--- src/rtl/mem_stream_reader.sv ---
// Streams words from a 1-cycle-latency read port, starting at a base address and
// stepping by a fixed stride, through a 2-entry output buffer on a valid/ready port.
module mem_stream_reader #(
  parameter int WIDTH      = 8,
  parameter int DEPTH      = 1024,
  parameter int ADDR_WIDTH = $clog2(DEPTH),
  parameter int LEN_WIDTH  = ADDR_WIDTH + 1
) (
  input  logic                  clk,
  input  logic                  rst_n,
  input  logic                  start,
  input  logic [ADDR_WIDTH-1:0] base_addr,
  input  logic [LEN_WIDTH-1:0]  length,
  input  logic [ADDR_WIDTH-1:0] stride,
  output logic [ADDR_WIDTH-1:0] mem_addr,
  input  logic [WIDTH-1:0]      mem_rdata,
  output logic                  m_valid,
  input  logic                  m_ready,
  output logic [WIDTH-1:0]      m_data,
  output logic                  m_last,
  output logic                  busy,
  output logic                  done
);

  typedef enum logic [1:0] {
    IDLE  = 2'd0,
    RUN   = 2'd1,
    DRAIN = 2'd2
  } state_t;

  state_t                state_r;
  logic [LEN_WIDTH-1:0]  len_r;
  logic [LEN_WIDTH-1:0]  issued_r;
  logic [ADDR_WIDTH-1:0] stride_r;
  logic [ADDR_WIDTH-1:0] addr_r;
  logic                  inflight_r;
  logic                  inflight_last_r;
  logic                  busy_r;
  logic                  done_r;
  logic                  head_v_r;
  logic [WIDTH-1:0]      head_d_r;
  logic                  head_l_r;
  logic                  tail_v_r;
  logic [WIDTH-1:0]      tail_d_r;
  logic                  tail_l_r;

  logic                  pop_s;
  logic                  rd_en_s;
  logic                  last_issue_s;
  logic [2:0]            occ_s;

  assign mem_addr = addr_r;
  assign m_valid  = head_v_r;
  assign m_data   = head_d_r;
  assign m_last   = head_l_r;
  assign busy     = busy_r;
  assign done     = done_r;

  // Read-issue decision: count buffered words plus the one in flight, minus the one leaving.
  always_comb begin
    pop_s        = head_v_r & m_ready;
    occ_s        = 3'(head_v_r) + 3'(tail_v_r) + 3'(inflight_r) - 3'(pop_s);
    last_issue_s = (issued_r == (len_r - LEN_WIDTH'(1)));
    if ((state_r == RUN) && (issued_r < len_r) && (occ_s < 3'd2)) begin
      rd_en_s = 1'b1;
    end else begin
      rd_en_s = 1'b0;
    end
  end

  // Sequencer FSM: latches the transfer, walks addresses, tracks the read in flight.
  always_ff @(posedge clk or negedge rst_n) begin
    if (!rst_n) begin
      state_r         <= IDLE;
      len_r           <= '0;
      issued_r        <= '0;
      stride_r        <= '0;
      addr_r          <= '0;
      inflight_r      <= 1'b0;
      inflight_last_r <= 1'b0;
      busy_r          <= 1'b0;
      done_r          <= 1'b0;
    end else begin
      done_r          <= 1'b0;
      inflight_r      <= rd_en_s;
      inflight_last_r <= rd_en_s & last_issue_s;
      case (state_r)
        IDLE: begin
          if (start) begin
            len_r    <= length;
            stride_r <= stride;
            addr_r   <= base_addr;
            issued_r <= '0;
            if (length != '0) begin
              state_r <= RUN;
              busy_r  <= 1'b1;
            end else begin
              done_r <= 1'b1;
            end
          end
        end
        RUN: begin
          if (rd_en_s) begin
            addr_r   <= addr_r + stride_r;
            issued_r <= issued_r + LEN_WIDTH'(1);
            if (last_issue_s) begin
              state_r <= DRAIN;
            end
          end
        end
        DRAIN: begin
          // The tagged last word leaving the buffer closes the transfer.
          if (pop_s && head_l_r) begin
            state_r <= IDLE;
            busy_r  <= 1'b0;
            done_r  <= 1'b1;
          end
        end
        default: begin
          state_r <= IDLE;
          busy_r  <= 1'b0;
        end
      endcase
    end
  end

  // Two-entry output buffer as head/tail registers so the stream outputs come straight from flops.
  always_ff @(posedge clk or negedge rst_n) begin
    if (!rst_n) begin
      head_v_r <= 1'b0;
      head_d_r <= '0;
      head_l_r <= 1'b0;
      tail_v_r <= 1'b0;
      tail_d_r <= '0;
      tail_l_r <= 1'b0;
    end else if (pop_s) begin
      if (tail_v_r) begin
        head_d_r <= tail_d_r;
        head_l_r <= tail_l_r;
        if (inflight_r) begin
          tail_d_r <= mem_rdata;
          tail_l_r <= inflight_last_r;
        end else begin
          tail_v_r <= 1'b0;
        end
      end else if (inflight_r) begin
        head_d_r <= mem_rdata;
        head_l_r <= inflight_last_r;
      end else begin
        head_v_r <= 1'b0;
      end
    end else if (inflight_r) begin
      if (!head_v_r) begin
        head_v_r <= 1'b1;
        head_d_r <= mem_rdata;
        head_l_r <= inflight_last_r;
      end else begin
        tail_v_r <= 1'b1;
        tail_d_r <= mem_rdata;
        tail_l_r <= inflight_last_r;
      end
    end
  end

endmodule
--- config.mk ---
export PLATFORM = sky130hd
export DESIGN_NAME = mem_stream_reader
export DESIGN_NICKNAME = d
export VERILOG_FILES = /design/src/rtl/mem_stream_reader.sv
export SDC_FILE = /design/constraint.sdc
export NUM_CORES = 1
export LEC_CHECK = 0
export ABC_AREA = 1
export CAP_MARGIN = 10
export CORE_MARGIN = 3
export CORE_UTILIZATION = 55
export DETAILED_ROUTE_END_ITERATION = 10
export PLACE_DENSITY = 0.81
export SLEW_MARGIN = 20
export SYNTH_ARGS = -nofsm -noshare
export SYNTH_HDL_FRONTEND = slang
export SYNTH_SLANG_ARGS = --single-unit
--- constraint.sdc ---
create_clock -name clk -period 2.8 [get_ports clk]
set_input_delay 0.42 -clock clk [delete_from_list [all_inputs] [get_ports clk]]
set_output_delay 0.42 -clock clk [all_outputs]
set_load 0.01 [all_outputs]
==> flow_metrics.env, run 1 <==
export IMPL_status="finished, final reports clean"
export IMPL_syn_area_sq_um=4340
export IMPL_fmax_ghz=0.421
export IMPL_syn_instance_count=572
export IMPL_ys_seq_elements=68
export IMPL_port_buffers=64
export IMPL_dr_pass1_iters=5
export IMPL_grt_overflow_total=0
export IMPL_regArea_sq_um=1700
export IMPL_p_leak_nw=2.76
export IMPL_yosysMostFrequentCell="nand2_1"
export IMPL_synthTopCellsByArea="dfrtp_1 39%, nand2_1 14%, ha_1 7.5%"
export IMPL_synth_edff_count=0
export IMPL_grt_pass1_vias=3944
export IMPL_die_area_sq_um=8980
export IMPL_drc=0
export IMPL_dr_total_vias=4014
export IMPL_criticalPathCategory="in2reg"
export IMPL_synth_seq_area_share_pct=39.2
export IMPL_post_cts_repair_setup_buffers=0
export IMPL_fin_crit_sh_pct=84.9
export IMPL_ys_types=35
export IMPL_cp_max_fo=24
export IMPL_r2r_slack_ps=530
export IMPL_gr_usage_all_layers_pct=24.7
export IMPL_start_kind="primary input"
export IMPL_syn_to_final_growth_pct=22.4
export IMPL_async_reset_ff_share_pct=100
export IMPL_period_minus_slack_ps=2380
export IMPL_drt_iter0_drc=181
export IMPL_cts_tree="built"
export IMPL_cts_buffers=9
export IMPL_synthTopCellsByCount="160 x nand2_1, 73 x inv_1, 68 x dfrtp_1"
export IMPL_cts_root_buf="clkbuf_8"
export IMPL_worstMarginPinSlew_ps=712
export IMPL_drv_slew=0
export IMPL_gp_congestion=0.913
export IMPL_nets=711
export IMPL_path_clk_slew_ps=90
export IMPL_die_h_um=94.8
export IMPL_initial_core_util_pct=58.2
export IMPL_htree_levels=3
export IMPL_p_clk_share_pct=32.5
export IMPL_core_area_sq_um=7450
export IMPL_p_sw_mw=0.763
export IMPL_crit_required_ps=3060
export IMPL_post_synth_top_area_cell="dfrtp_1"
export IMPL_clockBufferDepth=2
export IMPL_num_rows=31
export IMPL_grt_setup_unrepaired="false"
export IMPL_antenna_found_initial=0
export IMPL_hpwl_um=7650
export IMPL_grt_pass1_wl_um=17500
export IMPL_intPower_mw=1.84
export IMPL_drt_total_wl_um=10200
export IMPL_fin_hold_ws_ps=94.5
export IMPL_fp_dieW_um=94.8
export IMPL_cp_end_kind="register"
export IMPL_power_density_nw_per_um2=491
export IMPL_postRouteAntennaNets=0
export IMPL_critPathArrivalTime_ps=2640
export IMPL_io_pins=65
export IMPL_sw_frac_of_total_pct=29.3
export IMPL_diodes=0
export IMPL_viasPerCell=5.39
export IMPL_cts_sinks=68
export IMPL_fin_worst_skew_ps=16.1
export IMPL_drive_gt1_share_pct=7.28
export IMPL_synth_nets=642
export IMPL_seqPwrFrac_pct=46.1
export IMPL_synth_ff_type="dfrtp_1"
export IMPL_final_setup_viol_count=0
export IMPL_final_hold_violation_count=0
export IMPL_wl_per_cell_um=13.7
export IMPL_power_share_combinational_pct=21.4
export IMPL_holdCritPathClass="in2async"
export IMPL_fin_tns_setup_ps=0
export IMPL_max_vdd_ir_drop_v=0.000315
export IMPL_synth_warning_count=0
export IMPL_syn_avg_cell_area_sq_um=7.58
export IMPL_slew_headroom_pct=52.5
export IMPL_p_total_mw=2.61
export IMPL_multi_input_area_sq_um=2290
export IMPL_grt_start_max_net_pins=36
export IMPL_synth_top_area_share_pct=39.2
export IMPL_hold_buffers=0
export IMPL_drv_cap=0
export IMPL_worstSkewPairLatency_ps=360
export IMPL_num_fill_cells=586
export IMPL_cts_resized=0
routing by layer:
metal	routed length, um	vias up	global-route usage (%)
li1	-	1992	-
met1	4580	1897	32.4
met2	4860	110	40.9
met3	584	15	4.14
met4	182	0	9.50
met5	0	-	0
registers in the layout (all words and copies together), names as in the netlist:
| signal | count |
|---|---|
| mem_addr | 10 |
| busy | 1 |
| m_valid | 1 |
| m_last | 1 |
| tail_v_r | 1 |
| tail_l_r | 1 |
| issued_r | 11 |
| inflight_last_r | 1 |
| inflight_r | 1 |
| state_r | 2 |
| stride_r | 10 |
| len_r | 11 |
| tail_d_r | 8 |
| m_data | 8 |
| done | 1 |
stage by stage:
| step | instance area (sq um) | std cells | utilization [%] | setup slack [ps] |
|---|---|---|---|---|
| 5_1_grt | 5310 | 745 | 71.3 | 207 |
| 4_1_cts | 5310 | 745 | 71.3 | 427 |
| 3_5_place_dp | 5100 | 729 | 68.5 | 105 |
| 3_3_place_gp | 5100 | 729 | 68.5 | 176 |
| 2_1_floorplan | 4340 | 572 | - | 775 |
| 6_report | 5310 | 745 | 71.3 | 423 |
layout by cell type (no fill, tap or decap), drive strengths merged, types with 9 or more instances in the layout:
master | synthesis | layout
nand2 | 163 | 163
inv | 73 | 76
dfrtp | 68 | 68
clkdlybuf4s50 | 0 | 63
nand3 | 50 | 50
o21ai | 44 | 44
nor2 | 44 | 44
ha | 26 | 26
a21oi | 16 | 16
xor2 | 11 | 11
o21a | 10 | 10
o211ai | 10 | 10
nand4 | 9 | 9
mux2 | 9 | 9
clkbuf | 6 | 9
buf | 8 | 9
power by group through the flow:
stage | Combinational (mW) | Clock, mW | Sequential (mW)
detailed placement | 0.561 | 0 | 1.22
floorplan | 0.249 | 0 | 1.24
CTS | 0.565 | 0.857 | 1.20
global route | 0.630 | 0.907 | 1.22
global placement | 0.544 | 0 | 1.21
finish | 0.558 | 0.848 | 1.20
cell families after synthesis:
| logic type | synth area share, % |
|---|---|
| compound gates | 11.5 |
| xor+xnor | 3.64 |
| fa+ha+maj | 7.97 |
| buf+inv | 7.85 |
| flops | 39.2 |
| mux | 2.34 |
| simple gates | 27.5 |
worst paths after layout:
check,start,end,cells after the start
hold reg to reg,state_r[0],done,1
max in group asynchronous,rst_n,inflight_last_r,2
setup / recovery,m_ready,issued_r[1],13
setup reg to reg,len_r[2],issued_r[1],12
hold / removal,rst_n,tail_d_r[0],1
min in group clk,state_r[0],done,1
cell type report:
cell class | instances | area share, %
clock buffers | 9 | 2.33
repair buffers | 72 | 13.3
clock inverters | 7 | 1.53
multi-input cells | 417 | 43.2
well taps | 99 | 2.33
flip-flops and latches | 68 | 32.1
inverters | 73 | 5.16
critical path: stages:
cell and delay, ps:
clkdlybuf4s50_1 500, nand2_1 120, ha_1 300, ha_1 270, a21oi_1 170, or2_1 120, nand2_1 60, inv_1 50
nand2_1 70, nand2_2 80, buf_4 260, nand3_1 100, o21ai_0 110
No activity file was read; power rests on OpenSTA's default activity.
==> inputs of run 2 (changes only) <==
clock period = 2.27 ns   (was 2.8 ns; I/O delays follow)
==> run 2 against run 1 <==
Global-route usage decreased by 0.30 points. Worst setup slack got worse by 270 ps. Die area unchanged. Sequential power increased by 24%. Final area increased by 3.1%. Critical path type unchanged. Critical endpoint is now issued_r[8]. Largest power group unchanged. Highest routed layer unchanged.
==> flow_metrics.env, run 2 (synthesis results as in run 1) <==
export IMPL_drv_slew=0
export IMPL_fmax_ghz=0.473
export IMPL_cts_tree="built"
export IMPL_gr_usage_all_layers_pct=24.4
export IMPL_dr_pass1_iters=5
export IMPL_drt_total_wl_um=10400
export IMPL_critPathArrivalTime_ps=2350
export IMPL_p_total_mw=3.29
export IMPL_fin_area_sq_um=5470
export IMPL_fin_worst_skew_ps=8.70
export IMPL_fp_dieW_um=94.8
export IMPL_hpwl_um=7700
export IMPL_dr_total_vias=4081
export IMPL_die_h_um=94.8
export IMPL_seqPwrFrac_pct=45.2
export IMPL_final_common_cell="nand2_1"
export IMPL_io_pins=65
export IMPL_final_setup_viol_count=0
export IMPL_grt_start_max_net_pins=47
export IMPL_p_sw_mw=0.977
export IMPL_cts_sinks=68
export IMPL_num_fill_cells=569
export IMPL_port_buffers=64
export IMPL_die_area_sq_um=8980
export IMPL_drc=0
export IMPL_slew_headroom_pct=54.6
export IMPL_postRouteAntennaNets=0
export IMPL_max_vdd_ir_drop_v=0.000361
export IMPL_p_clk_share_pct=32.5
export IMPL_clockBufferDepth=2
export IMPL_num_rows=31
export IMPL_start_kind="primary input"
export IMPL_syn_to_final_growth_pct=26.1
export IMPL_worstSkewPairLatency_ps=350
export IMPL_p_leak_nw=2.85
export IMPL_layout_common_cells="159 x nand2_1, 73 x inv_1, 68 x dfrtp_1, 63 x clkdlybuf4s50_1, 49 x nand3_1"
export IMPL_htree_levels=3
export IMPL_crit_required_ps=2510
export IMPL_drt_iter0_drc=272
export IMPL_period_minus_slack_ps=2110
export IMPL_criticalPathCategory="in2reg"
export IMPL_initial_core_util_pct=58.2
export IMPL_grt_overflow_total=0
export IMPL_antenna_found_initial=0
export IMPL_cts_root_buf="clkbuf_8"
export IMPL_multi_input_area_sq_um=2300
export IMPL_fin_crit_sh_pct=93.0
export IMPL_grt_setup_unrepaired="false"
export IMPL_holdCritPathClass="reg2reg"
export IMPL_status="finished, final reports clean"
export IMPL_largestRegisters="issued_r: 11 flops, len_r: 11 flops"
export IMPL_diodes=0
export IMPL_cp_max_fo=16
export IMPL_intPower_mw=2.31
export IMPL_cp_end_kind="register"
export IMPL_drv_cap=0
export IMPL_drive_gt1_share_pct=9.38
export IMPL_viasPerCell=5.37
export IMPL_sw_frac_of_total_pct=29.7
export IMPL_nets=726
export IMPL_power_share_combinational_pct=22.3
export IMPL_path_clk_slew_ps=90
export IMPL_worstMarginPinSlew_ps=680
export IMPL_wl_per_cell_um=13.7
export IMPL_dpl_cell_area_sq_um=5210
export IMPL_regArea_sq_um=1700
export IMPL_gp_congestion=0.921
export IMPL_final_hold_violation_count=0
export IMPL_grt_pass1_vias=3786
export IMPL_grt_pass1_wl_um=17300
export IMPL_power_density_nw_per_um2=601
export IMPL_utilization_pct=73.4
export IMPL_core_area_sq_um=7450
export IMPL_cts_buffers=9
run 2: cell types whose count changed in the layout (fill, tap and decap cells not counted), sizes merged:
| cell | previous run | this run |
|---|---|---|
| clkbuf | 9 | 10 |
| buf | 9 | 22 |
| dlygate4sd3 | 0 | 1 |
run 2: per-layer routing:
layer	vias to the layer above	wire length (um)	GRT usage, %
li1	2028	-	-
met1	1933	4770	32.9
met2	111	5020	39.9
met3	9	525	4.22
met4	0	114	7.93
met5	-	0	0
run 2: layout make-up:
type	instances	area share [%]
tap	99	2.26
sequential	68	31.1
clock inverter	7	1.53
multi-input combinational	417	42.0
timing repair buffer	87	15.8
clock buffer	9	2.26
inverter	73	5.01
run 2: worst max-delay path: stages:
cell and delay [ps]:
clkdlybuf4s50_1 480, nand2_1 70, ha_1 280, ha_1 270
a21oi_1 70, or2_1 210, nand2_1 80, inv_1 50
nand2_2 70, nand2_2 100, clkbuf_16 200, nand2_1 60
o21ai_0 70
run 2: worst paths after layout:
path / startpoint / depth (start not counted) / slack (ps) / endpoint
worst min-delay path: state_r[0] / 1 / 450 / done
worst min register to register: state_r[0] / 1 / 450 / done
min in group asynchronous: rst_n / 2 / 500 / done
max in group asynchronous: rst_n / 3 / 1130 / stride_r[9]
worst max-delay path: m_ready / 13 / 160 / issued_r[8]
worst max register to register: inflight_r / 12 / 190 / issued_r[8]
run 2: what timing repair did:
item | CTS | global route
endpoints found under the hold margin | 22 | 0
endpoints found under the setup margin | 0 | 7
buffers inserted | 0 | 2
resized for setup | 0 | 1
hold buffers | 1 | 0
run 2: through the flow:
stage,hold slack (ps),setup TNS (ps),setup slack (ps),std cells
floorplan,44.9,0,245,572
global placement,352,-2660,-136,740
detailed placement,352,-3780,-183,740
CTS,446,0,182,757
global route,475,0,4.15,760
finish,453,0,158,760
run 2: power by group through the flow:
stage	Clock (mW)	Combinational [mW]	Sequential (mW)
floorplan	0	0.307	1.53
global route	1.14	0.824	1.50
CTS	1.09	0.741	1.49
detailed placement	0	0.736	1.51
finish	1.07	0.734	1.49
global placement	0	0.704	1.50
